### src/rtl/irq_ctrl_pkg.sv
// irq_ctrl_pkg: shared FSM state type and default parameters for the pushbutton interrupt controller
package irq_ctrl_pkg;
  typedef enum logic [1:0] {IDLE, ACTIVE, GAP} state_t;
  localparam int IRQ_BASE_DEF = 5;
  localparam int DB_COUNT_DEF = 48000;
endpackage

### src/rtl/btn_debounce.sv
// btn_debounce: 2-FF synchronizer plus stable-level debouncer for one button
// Debounce counter present only with IRQ_CTRL_DEBOUNCE_EN; otherwise level follows the synchronizer
module btn_debounce
  import irq_ctrl_pkg::*;
#(
  parameter int DB_W     = 16,
  parameter int DB_COUNT = DB_COUNT_DEF
) (
  input  logic clk,
  input  logic reset,
  input  logic btn_in,
  output logic level
);
  logic [1:0] sync_q, sync_d;
  always_comb sync_d = {sync_q[0], btn_in};
  always_ff @(posedge clk or posedge reset)
    if (reset) sync_q <= '0;
    else sync_q <= sync_d;
`ifdef IRQ_CTRL_DEBOUNCE_EN
  logic [DB_W-1:0] cnt_q, cnt_d;
  logic            level_q, level_d, differ, done;
  always_comb begin
    differ  = sync_q[1] != level_q;
    done    = differ && cnt_q == DB_W'(DB_COUNT - 1);
    cnt_d   = (differ && !done) ? cnt_q + 1'b1 : '0;
    level_d = done ? sync_q[1] : level_q;
  end
  always_ff @(posedge clk or posedge reset)
    if (reset) begin
      cnt_q   <= '0;
      level_q <= 1'b0;
    end else begin
      cnt_q   <= cnt_d;
      level_q <= level_d;
    end
  assign level = level_q;
`else
  assign level = sync_q[1];
`endif
endmodule

### src/rtl/irq_ctrl.sv
// irq_ctrl: debounced pushbutton interrupt controller, fixed priority + mask, one IRQ held until EOI
// Debouncing enabled by defining IRQ_CTRL_DEBOUNCE_EN
module irq_ctrl
  import irq_ctrl_pkg::*;
#(
  parameter int N_SRC    = 3,
  parameter int IRQ_BASE = IRQ_BASE_DEF,
  parameter int DB_W     = 16,
  parameter int DB_COUNT = DB_COUNT_DEF
) (
  input  logic             clk,
  input  logic             reset,
  input  logic [N_SRC-1:0] btn_in,
  input  logic [N_SRC-1:0] mask,
  input  logic [31:0]      eoi,
  output logic [31:0]      irq,
  output logic [N_SRC-1:0] pending,
  output logic             busy
);
  localparam int CW = N_SRC > 1 ? $clog2(N_SRC) : 1;
  logic [N_SRC-1:0] level, level_q, rise, req, clr, pending_q, pending_d;
  logic [CW-1:0]    cur_q, cur_d, sel;
  logic [31:0]      cur_bits;
  logic             eoi_hit;
  state_t           state_q, state_d;
  for (genvar i = 0; i < N_SRC; i++) begin : g_src
    btn_debounce #(.DB_W(DB_W), .DB_COUNT(DB_COUNT)) u_db (
      .clk(clk), .reset(reset), .btn_in(btn_in[i]), .level(level[i])
    );
  end
  // set wins over the EOI clear so a press landing in the EOI cycle is serviced again
  always_comb begin
    rise     = level & ~level_q;
    req      = pending_q & mask;
    sel      = '0;
    for (int i = N_SRC - 1; i >= 0; i--) if (req[i]) sel = CW'(i);
    cur_bits = 32'(1) << (IRQ_BASE + int'(cur_q));
    eoi_hit  = state_q == ACTIVE && |(eoi & cur_bits);
    clr      = eoi_hit ? N_SRC'(1) << cur_q : '0;
    pending_d = (pending_q & ~clr) | rise;
  end
  always_comb begin
    state_d = state_q;
    cur_d   = cur_q;
    case (state_q)
      IDLE: if (|req) begin
        state_d = ACTIVE;
        cur_d   = sel;
      end
      ACTIVE: state_d = eoi_hit ? GAP : ACTIVE;
      default: state_d = IDLE;
    endcase
  end
  always_ff @(posedge clk or posedge reset)
    if (reset) begin
      level_q   <= '0;
      pending_q <= '0;
      cur_q     <= '0;
      state_q   <= IDLE;
    end else begin
      level_q   <= level;
      pending_q <= pending_d;
      cur_q     <= cur_d;
      state_q   <= state_d;
    end
  always_comb begin
    irq     = state_q == ACTIVE ? cur_bits : '0;
    busy    = state_q == ACTIVE;
    pending = pending_q;
  end
endmodule

### config.mk
export PLATFORM = sky130hd
export DESIGN_NAME = irq_ctrl
export DESIGN_NICKNAME = d
export VERILOG_FILES = /design/src/rtl/irq_ctrl_pkg.sv /design/src/rtl/btn_debounce.sv /design/src/rtl/irq_ctrl.sv
export SDC_FILE = /design/constraint.sdc
export NUM_CORES = 1
export LEC_CHECK = 0
export ABC_AREA = 1
export BUFFER_PORTS_ARGS = -buffer_cell sky130_fd_sc_hd__buf_4
export CAP_MARGIN = 20
export CORE_MARGIN = 2
export CORE_UTILIZATION = 38
export CTS_BUF_LIST = sky130_fd_sc_hd__clkbuf_4
export CTS_CLUSTER_SIZE = 20
export DETAILED_ROUTE_END_ITERATION = 16
export PLACE_DENSITY = 0.81
export SETUP_SLACK_MARGIN = 0.02
export SLEW_MARGIN = 20
export SYNTH_ARGS = -nofsm -noshare
export SYNTH_HDL_FRONTEND = slang
export SYNTH_SLANG_ARGS = --single-unit
### constraint.sdc
create_clock -name clk -period 1.35 [get_ports clk]
set_clock_uncertainty 0.15 [all_clocks]
set_input_delay 0.135 -clock clk [delete_from_list [all_inputs] [get_ports clk]]
set_output_delay 0.135 -clock clk [all_outputs]
set_load 0.01 [all_outputs]
==> impl_results.html, run 1 <==
<table>
<tr><th>Metric</th><th>Value</th></tr>
<tr><th colspan="2">Layout</th></tr>
<tr><td>Area growth, synth to finish</td><td>31.5%</td></tr>
<tr><td>Area of the multi-input gates</td><td>339 um^2</td></tr>
<tr><td>Final Net Count</td><td>174</td></tr>
<tr><td>Fillers</td><td>197</td></tr>
<tr><td>Sequential cell area</td><td>403 um^2</td></tr>
<tr><td>Share of cells above drive strength 1</td><td>0.376</td></tr>
<tr><td>Share of the core filled with cells in the final layout</td><td>0.518</td></tr>
<tr><td>Antenna fix cells</td><td>0</td></tr>
<tr><th colspan="2">Drt</th></tr>
<tr><td>Antenna-violating nets left</td><td>0</td></tr>
<tr><td>Detailed-router iteration count before antenna repair</td><td>4</td></tr>
<tr><td>Residual DRC count</td><td>0</td></tr>
<tr><td>WL/cell</td><td>9.30 um</td></tr>
<tr><td>Top Layer Used</td><td>met4</td></tr>
<tr><td>Length of routed wiring on met1</td><td>538 um</td></tr>
<tr><td>Via-per-instance ratio</td><td>4.01</td></tr>
<tr><td>WL final</td><td>1500 um</td></tr>
<tr><td>Wire length on met2</td><td>770 um</td></tr>
<tr><td>Drt first-iter violations</td><td>5</td></tr>
<tr><td>Detailed-routed wire length on met3</td><td>164 um</td></tr>
<tr><td>Count of vias placed by the detailed router</td><td>646</td></tr>
<tr><th colspan="2">Clock network</th></tr>
<tr><td>TritonCTS clock tree</td><td>done</td></tr>
<tr><td>TritonCTS Buffers</td><td>3</td></tr>
<tr><td>Clock-pin slew on the worst setup and hold paths</td><td>0.09 ns</td></tr>
<tr><td>Number of buffers on the longest clock path</td><td>2</td></tr>
<tr><td>H-tree depth</td><td>1</td></tr>
<tr><td>Clock network latency to the later pin of the worst-skew pair</td><td>0.28 ns</td></tr>
<tr><td>Number of clock sinks</td><td>16</td></tr>
<tr><td>Buffer cell driving the clock tree root</td><td>sky130_fd_sc_hd__clkbuf_4</td></tr>
<tr><th colspan="2">Critical path</th></tr>
<tr><td>Kind of end point of the critical path</td><td>output pin</td></tr>
<tr><td>Path type of the worst setup path</td><td>flop to output pin</td></tr>
<tr><td>Worst path max stage delay</td><td>0.40 ns</td></tr>
<tr><td>Ordered list of cells on the worst path</td><td>nor2_2 &gt; inv_2 &gt; nor3_2 &gt; buf_4</td></tr>
<tr><td>Kind of cell adding the most delay to the critical path</td><td>flip-flops</td></tr>
<tr><td>Master of the slowest instance on the critical path</td><td>sky130_fd_sc_hd__dfrtp_1</td></tr>
<tr><td>Startpoint Class</td><td>flop</td></tr>
<tr><td>Data arrival at the endpoint of the critical path</td><td>1.18 ns</td></tr>
<tr><td>CP Data Required Time</td><td>1.07 ns</td></tr>
<tr><td>Worst path bufs/invs</td><td>2</td></tr>
<tr><td>Crit path max fanout</td><td>5</td></tr>
<tr><th colspan="2">Yosys</th></tr>
<tr><td>Area fraction in compound gates after synthesis</td><td>0.0369</td></tr>
<tr><td>Cell with the most instances after synthesis</td><td>sky130_fd_sc_hd__buf_4</td></tr>
<tr><td>Commonest cells post-synth</td><td>sky130_fd_sc_hd__buf_4 (28), sky130_fd_sc_hd__nand2_1 (18), sky130_fd_sc_hd__dfrtp_1 (16), sky130_fd_sc_hd__inv_1 (7), sky130_fd_sc_hd__nand3_1 (6)</td></tr>
<tr><td>Synth Area in Adders</td><td>0</td></tr>
<tr><td>Fraction of post-synthesis cell area in the top cell type by area</td><td>0.473</td></tr>
<tr><td>Count of yosys warnings during synthesis</td><td>0</td></tr>
<tr><td>Top cells by area, synth</td><td>sky130_fd_sc_hd__dfrtp_1 (47%), sky130_fd_sc_hd__buf_4 (25%), sky130_fd_sc_hd__nand2_1 (8.0%)</td></tr>
<tr><td>Xor/xnor share of the synthesized area</td><td>0</td></tr>
<tr><td>Synth area leader</td><td>sky130_fd_sc_hd__dfrtp_1</td></tr>
<tr><td>Proportion of synthesized area in mux cells</td><td>0</td></tr>
<tr><td>Post-synthesis instance total</td><td>97</td></tr>
<tr><td>Largest family of logic cells by synthesized area</td><td>buffers and inverters</td></tr>
<tr><td>Most instantiated flip-flop cell in the synthesis netlist</td><td>sky130_fd_sc_hd__dfrtp_1</td></tr>
<tr><td>Post-synthesis instance area</td><td>847 um^2</td></tr>
<tr><td>Library cells used by synthesis</td><td>15</td></tr>
<tr><td>Mean Syn Cell Area</td><td>8.73 um^2</td></tr>
<tr><td>Synthesis-stage register bit count</td><td>16</td></tr>
<tr><td>Post-synth ARST share</td><td>1.00</td></tr>
<tr><td>Simple logic cell fraction of the synthesized area</td><td>0.185</td></tr>
<tr><td>Proportion of synthesized chip area in sequential cells</td><td>0.473</td></tr>
<tr><td>Post-synth EDFFs</td><td>0</td></tr>
<tr><th colspan="2">Hold path</th></tr>
<tr><td>HP Class</td><td>primary input to flop</td></tr>
<tr><th colspan="2">Placed design</th></tr>
<tr><td>Setup Slack @ Placement</td><td>0.0476 ns</td></tr>
<tr><td>I/O Buffers</td><td>19</td></tr>
<tr><td>Routability Congestion</td><td>0.795</td></tr>
<tr><td>Post-detail-place hpwl</td><td>1030 um</td></tr>
<tr><th colspan="2">Timing</th></tr>
<tr><td>Final Max Slew Viols</td><td>0</td></tr>
<tr><td>Min cycle time layout</td><td>1.46 ns</td></tr>
<tr><td>Final setup violation count</td><td>8</td></tr>
<tr><td>Post-Route Hold Slack</td><td>0.0111 ns</td></tr>
<tr><td>Achievable frequency</td><td>683 MHz</td></tr>
<tr><td>Slew at the pin closest to its max-slew limit</td><td>0.572 ns</td></tr>
<tr><td>Setup TNS</td><td>-0.454 ns</td></tr>
<tr><td>Final cycle utilization of the critical path</td><td>1.08</td></tr>
<tr><td>Relative max-transition margin</td><td>0.618</td></tr>
<tr><td>Final Hold Viols</td><td>0</td></tr>
<tr><td>Smallest setup slack after layout</td><td>-0.113 ns</td></tr>
<tr><td>Unrepaired setup endpoints after global routing</td><td>true</td></tr>
<tr><th colspan="2">Die</th></tr>
<tr><td>Full die area</td><td>0.00262 mm^2</td></tr>
<tr><td>Starting Density</td><td>0.394</td></tr>
<tr><td>Ports placed on the boundary</td><td>76</td></tr>
<tr><td>Die X</td><td>51.2 um</td></tr>
<tr><td>Standard cell core area</td><td>0.00215 mm^2</td></tr>
<tr><td>Die H</td><td>51.2 um</td></tr>
<tr><td>Placement row count</td><td>17</td></tr>
<tr><th colspan="2">Power and ir drop</th></tr>
<tr><td>Sw Share</td><td>0.404</td></tr>
<tr><td>Clock power frac</td><td>0.123</td></tr>
<tr><td>Total power consumption of the routed design</td><td>2.01 mW</td></tr>
<tr><td>Net switching power figure</td><td>814 uW</td></tr>
<tr><td>Fraction of power consumed by combinational cells</td><td>0.517</td></tr>
<tr><td>Design internal power</td><td>1.20 mW</td></tr>
<tr><td>Part of the total power dissipated in sequential elements</td><td>0.359</td></tr>
<tr><td>Power density cells</td><td>1810 mW/mm^2</td></tr>
<tr><td>Leakage power figure</td><td>0.603 nW</td></tr>
<tr><td>Largest voltage drop on the vdd net</td><td>0.965 mV</td></tr>
<tr><th colspan="2">Run status</th></tr>
<tr><td>Violations in the final reports</td><td>setup timing</td></tr>
<tr><td>Status</td><td>finished with violations</td></tr>
<tr><th colspan="2">Global routing</th></tr>
<tr><td>Global-route wire length before repair</td><td>2310 um</td></tr>
<tr><td>Total congestion overflow after global routing</td><td>0</td></tr>
<tr><td>Via count of the first global-routing pass</td><td>566</td></tr>
<tr><td>Overall routing resource usage</td><td>0.118</td></tr>
<tr><td>Pin count of the biggest net entering global routing</td><td>17</td></tr>
<tr><td>Initial antenna violation count</td><td>0</td></tr>
<tr><th colspan="2">Job</th></tr>
<tr><td>Max-cap check violation count</td><td>0</td></tr>
</table>
==> registers in the layout, summed over array words and instances, names as in the netlist <==
name and count:
g_src.u_db.sync_q 6, level_q 3, pending 3, cur_q 2, state_q 2
==> through the flow <==
stage | std cells | area [um^2]
2_1_floorplan | 124 | 948
3_3_place_gp | 144 | 923
3_5_place_dp | 144 | 923
4_1_cts | 155 | 1040
5_1_grt | 161 | 1110
6_report | 161 | 1110
==> metal layers <==
metal / vias to the layer above / global-route usage
li1: 313 / -
met2: 43 / 0.203
met4: 0 / 0.0526
met3: 4 / 0.0380
met5: - / 0
met1: 286 / 0.132
==> power groups by stage <==
| stage | logic (mW) | registers (mW) | clock network, mW |
|---|---|---|---|
| after floorplan | 0.519 | 0.696 | 0 |
| after global placement | 0.731 | 0.689 | 0 |
| after detailed placement | 0.752 | 0.699 | 0 |
| after CTS | 0.846 | 0.701 | 0.262 |
| after global routing | 1.16 | 0.740 | 0.283 |
| final | 1.04 | 0.724 | 0.249 |
==> cell families (layout without fill, tap and decap cells) <==
| kind of cell | after synthesis | in the layout |
|---|---|---|
| other | 1 | 28 |
| AOI/OAI and AO/OA | 5 | 5 |
| DFF | 16 | 16 |
| buffers and inverters | 40 | 49 |
| and+or+nand+nor | 35 | 35 |
==> layout by cell type (no fill, tap or decap), types with 2 or more instances in the layout <==
cell type / instances
sky130_fd_sc_hd__buf_4: 28
sky130_fd_sc_hd__clkbuf_4: 3
sky130_fd_sc_hd__inv_2: 3
sky130_fd_sc_hd__dlygate4sd3_1: 5
sky130_fd_sc_hd__nand2_1: 18
sky130_fd_sc_hd__nand3_1: 3
sky130_fd_sc_hd__nor3_2: 4
sky130_fd_sc_hd__dfrtp_1: 14
sky130_fd_sc_hd__dfrtp_2: 2
sky130_fd_sc_hd__nand3_2: 3
sky130_fd_sc_hd__conb_1: 28
sky130_fd_sc_hd__o21ai_1: 3
sky130_fd_sc_hd__inv_4: 2
sky130_fd_sc_hd__inv_1: 7
sky130_fd_sc_hd__nor2_1: 3
==> cell type report <==
| class | instances | share of cell area |
|---|---|---|
| clock buffer | 3 | 0.0202 |
| clock inverter | 1 | 0.00337 |
| inverter | 12 | 0.0449 |
| multi-input combinational | 68 | 0.304 |
| sequential | 16 | 0.362 |
| tap | 28 | 0.0315 |
| timing repair buffer | 33 | 0.234 |
==> worst min-delay path, delay by kind of cell <==
family                 cells  cell delay, ns
AOI/OAI and AO/OA          1            0.05
buffers and inverters      1            0.07
and+or+nand+nor            2            0.15
==> timing repair <==
action / CTS / global route
pin swaps: 1 / 4
resized for setup: 6 / 8
endpoints found under the setup margin: 6 / 9
setup buffers: 2 / 6
endpoints found under the hold margin: 20 / 0
gates cloned: 0 / 0
hold buffers: 5 / 0
==> final timing paths <==
path,startpoint,end,slack (ns),cells after the start
max,state_q[1]$_DFFE_PP0P_,irq[6],-0.11,4
min reg2reg,g_src[1].u_db.sync_q[0]$_DFF_PP0_,g_src[1].u_db.sync_q[1]$_DFF_PP0_,0.20,0
min in group asynchronous,reset,pending[2]$_DFF_PP0_,0.31,3
max in group asynchronous,reset,cur_q[1]$_DFFE_PP0P_,0.34,3
max reg2reg,state_q[1]$_DFFE_PP0P_,state_q[0]$_DFFE_PP0P_,-0.02,6
min,mask[0],cur_q[0]$_DFFE_PP0P_,0.01,4
Note: power is estimated with default switching activity, not from simulation.
==> run 2, diff against run 1 <==
--- a/config.mk
+++ b/config.mk
@@ -18,4 +18,5 @@
 export SLEW_MARGIN = 20
 export SYNTH_ARGS = -nofsm -noshare
 export SYNTH_HDL_FRONTEND = slang
+export SYNTH_HIERARCHICAL = 1
 export SYNTH_SLANG_ARGS = --single-unit
==> run 2 against run 1 <==
  * The flow still finishes with violations (setup timing)
  * Sequential cell count unchanged
  * Maximum frequency shrank 2.1%
  * Die area up 0.14%
  * Clock power is essentially flat
  * Hold slack improved by 0.015 ns
  * Sequential power shrank 7.3%
  * Worst setup slack got worse by 0.031 ns
  * Highest routed layer is now met3
  * Synthesized cell count is 3.1% higher
  * Non-clock buffer count grew 1
  * Combinational power is 14% higher
==> impl_results.html, run 2 <==
<table>
<tr><th>Metric</th><th>Value</th></tr>
<tr><th colspan="2">Clock network</th></tr>
<tr><td>Number of buffers on the longest clock path</td><td>2</td></tr>
<tr><td>Buffer cell driving the clock tree root</td><td>sky130_fd_sc_hd__clkbuf_4</td></tr>
<tr><td>Clock-pin slew on the worst setup and hold paths</td><td>0.09 ns</td></tr>
<tr><td>Clock network latency to the later pin of the worst-skew pair</td><td>0.28 ns</td></tr>
<tr><td>TritonCTS clock tree</td><td>done</td></tr>
<tr><td>H-tree depth</td><td>1</td></tr>
<tr><td>TritonCTS Buffers</td><td>3</td></tr>
<tr><td>Number of clock sinks</td><td>16</td></tr>
<tr><th colspan="2">Yosys</th></tr>
<tr><td>Library cells used by synthesis</td><td>14</td></tr>
<tr><td>Mean Syn Cell Area</td><td>8.48 um^2</td></tr>
<tr><td>Proportion of synthesized chip area in sequential cells</td><td>0.472</td></tr>
<tr><td>Post-synth ARST share</td><td>1.00</td></tr>
<tr><td>Fraction of post-synthesis cell area in the top cell type by area</td><td>0.472</td></tr>
<tr><td>Top cells by area, synth</td><td>sky130_fd_sc_hd__dfrtp_1 (47%), sky130_fd_sc_hd__buf_4 (25%), sky130_fd_sc_hd__nand2_1 (8.0%)</td></tr>
<tr><td>Synth area leader</td><td>sky130_fd_sc_hd__dfrtp_1</td></tr>
<tr><td>Most instantiated flip-flop cell in the synthesis netlist</td><td>sky130_fd_sc_hd__dfrtp_1</td></tr>
<tr><td>Post-synthesis instance total</td><td>100</td></tr>
<tr><td>Post-synthesis instance area</td><td>848 um^2</td></tr>
<tr><td>Count of yosys warnings during synthesis</td><td>6</td></tr>
<tr><td>Cell with the most instances after synthesis</td><td>sky130_fd_sc_hd__buf_4</td></tr>
<tr><td>Post-synth EDFFs</td><td>0</td></tr>
<tr><td>Synthesis-stage register bit count</td><td>16</td></tr>
<tr><td>Commonest cells post-synth</td><td>sky130_fd_sc_hd__buf_4 (28), sky130_fd_sc_hd__nand2_1 (18), sky130_fd_sc_hd__dfrtp_1 (16), sky130_fd_sc_hd__inv_1 (14), sky130_fd_sc_hd__nand3_1 (6)</td></tr>
<tr><th colspan="2">Die</th></tr>
<tr><td>Starting Density</td><td>0.391</td></tr>
<tr><td>Die X</td><td>51.3 um</td></tr>
<tr><td>Die H</td><td>51.3 um</td></tr>
<tr><td>Standard cell core area</td><td>0.00217 mm^2</td></tr>
<tr><td>Full die area</td><td>0.00263 mm^2</td></tr>
<tr><td>Ports placed on the boundary</td><td>76</td></tr>
<tr><td>Placement row count</td><td>17</td></tr>
<tr><th colspan="2">Drt</th></tr>
<tr><td>Detailed-router iteration count before antenna repair</td><td>4</td></tr>
<tr><td>WL final</td><td>1620 um</td></tr>
<tr><td>Via-per-instance ratio</td><td>4.08</td></tr>
<tr><td>Count of vias placed by the detailed router</td><td>674</td></tr>
<tr><td>Drt first-iter violations</td><td>11</td></tr>
<tr><td>Residual DRC count</td><td>0</td></tr>
<tr><td>Antenna-violating nets left</td><td>0</td></tr>
<tr><td>WL/cell</td><td>9.79 um</td></tr>
<tr><th colspan="2">Global routing</th></tr>
<tr><td>Initial antenna violation count</td><td>0</td></tr>
<tr><td>Total congestion overflow after global routing</td><td>0</td></tr>
<tr><td>Global-route wire length before repair</td><td>2410 um</td></tr>
<tr><td>Pin count of the biggest net entering global routing</td><td>11</td></tr>
<tr><td>Via count of the first global-routing pass</td><td>597</td></tr>
<tr><td>Overall routing resource usage</td><td>0.123</td></tr>
<tr><th colspan="2">Timing</th></tr>
<tr><td>Setup TNS</td><td>-0.550 ns</td></tr>
<tr><td>Final Max Slew Viols</td><td>0</td></tr>
<tr><td>Post-Route Hold Slack</td><td>0.0264 ns</td></tr>
<tr><td>Final setup violation count</td><td>7</td></tr>
<tr><td>Achievable frequency</td><td>669 MHz</td></tr>
<tr><td>Final cycle utilization of the critical path</td><td>1.11</td></tr>
<tr><td>Smallest setup slack after layout</td><td>-0.144 ns</td></tr>
<tr><td>Final Hold Viols</td><td>0</td></tr>
<tr><td>Unrepaired setup endpoints after global routing</td><td>true</td></tr>
<tr><td>Min cycle time layout</td><td>1.49 ns</td></tr>
<tr><th colspan="2">Critical path</th></tr>
<tr><td>Worst path max stage delay</td><td>0.39 ns</td></tr>
<tr><td>Kind of end point of the critical path</td><td>output pin</td></tr>
<tr><td>Ordered list of cells on the worst path</td><td>nor2_2 &gt; inv_2 &gt; nor3_2 &gt; buf_4</td></tr>
<tr><td>Master of the slowest instance on the critical path</td><td>sky130_fd_sc_hd__dfrtp_1</td></tr>
<tr><td>CP Data Required Time</td><td>1.07 ns</td></tr>
<tr><td>Path type of the worst setup path</td><td>flop to output pin</td></tr>
<tr><td>Crit path max fanout</td><td>5</td></tr>
<tr><td>Startpoint Class</td><td>flop</td></tr>
<tr><td>Data arrival at the endpoint of the critical path</td><td>1.21 ns</td></tr>
<tr><th colspan="2">Placed design</th></tr>
<tr><td>Setup Slack @ Placement</td><td>-0.00754 ns</td></tr>
<tr><td>Post-detail-place hpwl</td><td>1090 um</td></tr>
<tr><td>I/O Buffers</td><td>19</td></tr>
<tr><td>Placed cell count</td><td>148</td></tr>
<tr><td>Routability Congestion</td><td>0.746</td></tr>
<tr><th colspan="2">Layout</th></tr>
<tr><td>Share of cells above drive strength 1</td><td>0.372</td></tr>
<tr><td>Area growth, synth to finish</td><td>35.1%</td></tr>
<tr><td>Final Net Count</td><td>178</td></tr>
<tr><td>Final standard cell count with taps included and fillers excluded</td><td>165</td></tr>
<tr><td>Max reg flops</td><td>6</td></tr>
<tr><td>Most frequent standard cell in the layout excluding fill and tap cells</td><td>sky130_fd_sc_hd__conb_1</td></tr>
<tr><td>Antenna fix cells</td><td>0</td></tr>
<tr><td>Most frequent cells in the layout</td><td>sky130_fd_sc_hd__conb_1 (28), sky130_fd_sc_hd__buf_4 (26), sky130_fd_sc_hd__nand2_1 (18), sky130_fd_sc_hd__dfrtp_1 (14), sky130_fd_sc_hd__inv_1 (11)</td></tr>
<tr><td>Fillers</td><td>203</td></tr>
<tr><td>Top register by number of flip-flops</td><td>g_src.u_db/sync_q</td></tr>
<tr><th colspan="2">Hold path</th></tr>
<tr><td>HP Class</td><td>primary input to flop</td></tr>
<tr><th colspan="2">Run status</th></tr>
<tr><td>Status</td><td>finished with violations</td></tr>
<tr><td>Violations in the final reports</td><td>setup timing</td></tr>
<tr><th colspan="2">Job</th></tr>
<tr><td>Max-cap check violation count</td><td>0</td></tr>
<tr><th colspan="2">Power and ir drop</th></tr>
<tr><td>Leakage power figure</td><td>0.629 nW</td></tr>
<tr><td>Power density cells</td><td>1840 mW/mm^2</td></tr>
<tr><td>Largest voltage drop on the vdd net</td><td>0.987 mV</td></tr>
</table>
==> run 2: area by class of cell <==
class | instances | area, um^2 | share of cell area
Sequential cell | 16 | 403 | 0.352
Multi-Input combinational cell | 68 | 345 | 0.301
Timing Repair Buffer | 34 | 280 | 0.245
Inverter | 15 | 56.3 | 0.0491
Tap cell | 28 | 35.0 | 0.0306
Clock buffer | 3 | 22.5 | 0.0197
Clock inverter | 1 | 3.75 | 0.00328
==> run 2: worst paths after layout <==
path,from,endpoint,slack [ns],cells after the start
max,state_q[1]$_DFFE_PP0P_,irq[8],-0.14,4
min,mask[0],cur_q[0]$_DFFE_PP0P_,0.03,4
max reg2reg,cur_q[0]$_DFFE_PP0P_,pending[2]$_DFF_PP0_,-0.03,9
min reg2reg,g_src[1].u_db/sync_q[0]$_DFF_PP0_,g_src[1].u_db/sync_q[1]$_DFF_PP0_,0.21,0
max in group asynchronous,reset,cur_q[0]$_DFFE_PP0P_,0.52,3
min in group asynchronous,reset,g_src[0].u_db/sync_q[0]$_DFF_PP0_,0.12,3
==> run 2: repair_timing <==
item,CTS,global route
pin swaps,3,3
hold endpoints to repair,19,0
hold buffers,4,0
setup endpoints to repair,8,10
setup buffers,6,4
gates resized for setup,19,5
==> run 2: worst max-delay path: cells and delay by family, from the launching register on <==
kind                   cells  cell delay (ns)
DFF                        1             0.39
and+or+nand+nor            2             0.29
buffers and inverters      2             0.25
==> run 2: per-layer routing <==
| layer | vias to the layer above | share of wire | track usage |
|---|---|---|---|
| met5 | - | 0 | 0 |
| met4 | 0 | 0 | 0.0263 |
| met3 | 0 | 0.091 | 0.0468 |
| met2 | 41 | 0.53 | 0.251 |
| met1 | 314 | 0.38 | 0.113 |
| li1 | 319 | - | - |
==> run 2: logic make-up (layout without fill, tap and decap cells) <==
group	after synthesis	count (layout)	share of synthesized area
AND/OR/NAND/NOR	35	35	0.177
other	1	28	0.00442
AO/OA/AOI/OAI	5	5	0.0324
buffers and inverters	43	53	0.314
flip-flops	16	16	0.472
==> run 2: report_power, final <==
group / total [mW] / switching [mW] / internal, mW
Sequential: 0.671 / 0.0810 / 0.590
Clock: 0.252 / 0.144 / 0.107
Combinational: 1.19 / 0.619 / 0.568
==> run 2: stage by stage <==
stage          instance area [um^2]   util  power [mW]
6_report                       1150  0.528        2.11
5_1_grt                        1150  0.528        2.26
4_1_cts                        1110  0.512        2.00
3_5_place_dp                    935  0.431        1.42
3_3_place_gp                    935  0.431        1.39
2_1_floorplan                   952      -        1.16
==> run 3, diff against run 2 <==
--- a/config.mk
+++ b/config.mk
@@ -9,11 +9,11 @@
 export BUFFER_PORTS_ARGS = -buffer_cell sky130_fd_sc_hd__buf_4
 export CAP_MARGIN = 20
 export CORE_MARGIN = 2
-export CORE_UTILIZATION = 38
+export CORE_UTILIZATION = 36
 export CTS_BUF_LIST = sky130_fd_sc_hd__clkbuf_4
 export CTS_CLUSTER_SIZE = 20
 export DETAILED_ROUTE_END_ITERATION = 16
-export PLACE_DENSITY = 0.81
+export PLACE_DENSITY = 0.78
 export SETUP_SLACK_MARGIN = 0.02
 export SLEW_MARGIN = 20
 export SYNTH_ARGS = -nofsm -noshare
==> constraint.sdc (replaced) <==
create_clock -name clk -period 1.6 [get_ports clk]
set_clock_uncertainty 0.15 [all_clocks]
set_input_delay 0.16 -clock clk [delete_from_list [all_inputs] [get_ports clk]]
set_output_delay 0.16 -clock clk [all_outputs]
set_load 0.01 [all_outputs]
==> run 3 against run 2 <==
  * The flow now finishes without violations
  * First-iteration DRC count shrank 73%
  * Global-route usage shrank 0.89 points
  * Critical path depth shrank 1
  * Count of clock-buffer cells in the layout is the same
  * Non-clock buffer count shrank 10
  * Wire length shrank 8.5%
  * Hold slack gained 0.047 ns
==> impl_results.html, run 3 (synthesis gave the netlist of run 2 again) <==
<table>
<tr><th>Metric</th><th>Value</th></tr>
<tr><th colspan="2">Drt</th></tr>
<tr><td>Count of vias placed by the detailed router</td><td>631</td></tr>
<tr><td>Residual DRC count</td><td>0</td></tr>
<tr><td>Detailed-router iteration count before antenna repair</td><td>4</td></tr>
<tr><td>Drt first-iter violations</td><td>3</td></tr>
<tr><td>Via-per-instance ratio</td><td>4.07</td></tr>
<tr><td>WL final</td><td>1480 um</td></tr>
<tr><td>WL/cell</td><td>9.54 um</td></tr>
<tr><td>Antenna-violating nets left</td><td>0</td></tr>
<tr><th colspan="2">Die</th></tr>
<tr><td>Placement row count</td><td>17</td></tr>
<tr><td>Standard cell core area</td><td>0.00221 mm^2</td></tr>
<tr><td>Full die area</td><td>0.00276 mm^2</td></tr>
<tr><td>Starting Density</td><td>0.383</td></tr>
<tr><td>Ports placed on the boundary</td><td>76</td></tr>
<tr><td>Die X</td><td>52.5 um</td></tr>
<tr><td>Die H</td><td>52.5 um</td></tr>
<tr><th colspan="2">Layout</th></tr>
<tr><td>Most frequent cells in the layout</td><td>sky130_fd_sc_hd__conb_1 (28), sky130_fd_sc_hd__buf_4 (20), sky130_fd_sc_hd__nand2_1 (18), sky130_fd_sc_hd__dfrtp_1 (14), sky130_fd_sc_hd__inv_1 (13)</td></tr>
<tr><td>Max reg flops</td><td>6</td></tr>
<tr><td>Top register by number of flip-flops</td><td>g_src.u_db/sync_q</td></tr>
<tr><td>Most frequent standard cell in the layout excluding fill and tap cells</td><td>sky130_fd_sc_hd__conb_1</td></tr>
<tr><td>Area growth, synth to finish</td><td>19.8%</td></tr>
<tr><td>Final Net Count</td><td>168</td></tr>
<tr><td>Share of cells above drive strength 1</td><td>0.260</td></tr>
<tr><td>Antenna fix cells</td><td>0</td></tr>
<tr><th colspan="2">Clock network</th></tr>
<tr><td>Buffer cell driving the clock tree root</td><td>sky130_fd_sc_hd__clkbuf_4</td></tr>
<tr><td>TritonCTS Buffers</td><td>3</td></tr>
<tr><td>TritonCTS clock tree</td><td>done</td></tr>
<tr><td>Number of buffers on the longest clock path</td><td>2</td></tr>
<tr><td>Clock-pin slew on the worst setup and hold paths</td><td>0.09 ns</td></tr>
<tr><td>H-tree depth</td><td>1</td></tr>
<tr><td>Number of clock sinks</td><td>16</td></tr>
<tr><td>Clock network latency to the later pin of the worst-skew pair</td><td>0.28 ns</td></tr>
<tr><th colspan="2">Job</th></tr>
<tr><td>Max-cap check violation count</td><td>0</td></tr>
<tr><th colspan="2">Power and ir drop</th></tr>
<tr><td>Net switching power figure</td><td>592 uW</td></tr>
<tr><td>Design internal power</td><td>854 uW</td></tr>
<tr><td>Largest voltage drop on the vdd net</td><td>0.704 mV</td></tr>
<tr><td>Part of the total power dissipated in sequential elements</td><td>0.406</td></tr>
<tr><td>Sw Share</td><td>0.409</td></tr>
<tr><td>Leakage power figure</td><td>0.569 nW</td></tr>
<tr><td>Power density cells</td><td>1420 mW/mm^2</td></tr>
<tr><td>Fraction of power consumed by combinational cells</td><td>0.448</td></tr>
<tr><td>Total power consumption of the routed design</td><td>1.45 mW</td></tr>
<tr><td>Clock power frac</td><td>0.146</td></tr>
<tr><th colspan="2">Critical path</th></tr>
<tr><td>Depth of the worst register-to-register path</td><td>8</td></tr>
<tr><td>Worst-case register-to-register setup slack</td><td>0.17 ns</td></tr>
<tr><td>Worst path bufs/invs</td><td>2</td></tr>
<tr><td>Ordered list of cells on the worst path</td><td>inv_1 &gt; nor3_2 &gt; buf_4</td></tr>
<tr><td>Startpoint Class</td><td>flop</td></tr>
<tr><td>CP Launch Point</td><td>cur_q[1]$_DFFE_PP0P_</td></tr>
<tr><td>Instance count on the critical path</td><td>3</td></tr>
<tr><td>Kind of end point of the critical path</td><td>output pin</td></tr>
<tr><td>Path type of the worst setup path</td><td>flop to output pin</td></tr>
<tr><td>Master of the slowest instance on the critical path</td><td>sky130_fd_sc_hd__dfrtp_2</td></tr>
<tr><td>CP Data Required Time</td><td>1.29 ns</td></tr>
<tr><td>Data arrival at the endpoint of the critical path</td><td>1.21 ns</td></tr>
<tr><td>Crit path max fanout</td><td>7</td></tr>
<tr><td>Reg2reg end</td><td>pending[1]$_DFF_PP0_</td></tr>
<tr><td>Kind of cell adding the most delay to the critical path</td><td>flip-flops</td></tr>
<tr><td>Critical Path End</td><td>irq[7]</td></tr>
<tr><td>Worst path max stage delay</td><td>0.44 ns</td></tr>
<tr><td>Startpoint of the most critical register-to-register path</td><td>cur_q[1]$_DFFE_PP0P_</td></tr>
<tr><th colspan="2">Global routing</th></tr>
<tr><td>Pin count of the biggest net entering global routing</td><td>11</td></tr>
<tr><td>Initial antenna violation count</td><td>0</td></tr>
<tr><td>Total congestion overflow after global routing</td><td>0</td></tr>
<tr><td>Overall routing resource usage</td><td>0.114</td></tr>
<tr><td>Global-route wire length before repair</td><td>2310 um</td></tr>
<tr><td>Via count of the first global-routing pass</td><td>573</td></tr>
<tr><th colspan="2">Placed design</th></tr>
<tr><td>Post-detail-place hpwl</td><td>1140 um</td></tr>
<tr><td>Setup Slack @ Placement</td><td>0.252 ns</td></tr>
<tr><td>I/O Buffers</td><td>19</td></tr>
<tr><td>Routability Congestion</td><td>0.733</td></tr>
<tr><th colspan="2">Timing</th></tr>
<tr><td>Final cycle utilization of the critical path</td><td>0.951</td></tr>
<tr><td>Achievable frequency</td><td>657 MHz</td></tr>
<tr><td>Min cycle time layout</td><td>1.52 ns</td></tr>
<tr><td>Post-Route Hold Slack</td><td>0.0733 ns</td></tr>
<tr><td>Final Hold Viols</td><td>0</td></tr>
<tr><td>Final setup violation count</td><td>0</td></tr>
<tr><td>Final Max Slew Viols</td><td>0</td></tr>
<tr><td>Unrepaired setup endpoints after global routing</td><td>false</td></tr>
<tr><td>Setup TNS</td><td>0 ns</td></tr>
<tr><td>Smallest setup slack after layout</td><td>0.0784 ns</td></tr>
<tr><th colspan="2">Hold path</th></tr>
<tr><td>HP Class</td><td>primary input to flop</td></tr>
<tr><th colspan="2">Run status</th></tr>
<tr><td>Status</td><td>complete, no violations</td></tr>
</table>
[run 3: cell count changes in the layout (fill, tap and decap cells not counted), moves of 2 or more]
cell and change:
sky130_fd_sc_hd__buf_4 -6, sky130_fd_sc_hd__buf_6 -4, sky130_fd_sc_hd__nand3_1 +3, sky130_fd_sc_hd__nand3_2 -3, sky130_fd_sc_hd__inv_1 +2, sky130_fd_sc_hd__inv_2 -2
sky130_fd_sc_hd__nor2_1 +2
[run 3: how the worst min path moves through the flow]
stage | from | endpoint | slack (ns) | depth (start not counted)
floorplan | reset | g_src[0].u_db/sync_q[0]$_DFF_PP0_ | -0.25 | 1
global placement | reset | g_src[2].u_db/sync_q[0]$_DFF_PP0_ | -0.11 | 2
detailed placement | reset | g_src[0].u_db/sync_q[0]$_DFF_PP0_ | -0.10 | 2
CTS | mask[0] | cur_q[0]$_DFFE_PP0P_ | 0.08 | 4
global route | mask[0] | cur_q[0]$_DFFE_PP0P_ | 0.1 | 4
finish | mask[0] | cur_q[0]$_DFFE_PP0P_ | 0.07 | 4
[run 3: power groups by stage]
stage,logic (mW),registers [mW],clock network (mW)
CTS,0.610,0.574,0.221
global route,0.729,0.604,0.244
finish,0.648,0.587,0.211
global placement,0.574,0.576,0
floorplan,0.396,0.579,0
detailed placement,0.596,0.582,0
[run 3: repair_timing]
action	CTS	global route
buffers inserted	0	0
endpoints found under the setup margin	0	4
endpoints found under the hold margin	19	0
hold buffers	4	0
resized for setup	0	8
[run 3: area by class of cell]
| class | count | area (um^2) |
|---|---|---|
| Clock buffer | 3 | 22.5 |
| Clock inverter | 1 | 3.75 |
| Fill cell | 239 | 1200 |
| Inverter | 15 | 56.3 |
| Multi-Input combinational cell | 68 | 305 |
| Sequential cell | 16 | 403 |
| Tap cell | 28 | 35.0 |
| Timing Repair Buffer | 24 | 190 |
[run 3: tightest hold or removal path, delay by kind of cell]
family	cells	cell delay [ns]
simple gates	2	0.16
compound gates	1	0.08
buf+inv	1	0.07
[run 3: per-layer routing]
layer | wire length [um] | up-vias | GRT usage
li1 | - | 301 | -
met1 | 577 | 286 | 0.119
met2 | 730 | 44 | 0.210
met3 | 170 | 0 | 0.0571
met4 | 0 | 0 | 0.0128
met5 | 0 | - | 0
[run 3: metrics by stage]
step | area [um^2] | utilization | std cells
finish | 1020 | 0.459 | 155
global route | 1020 | 0.459 | 155
CTS | 991 | 0.448 | 155
detailed placement | 925 | 0.418 | 147
global placement | 925 | 0.418 | 147
floorplan | 950 | - | 127
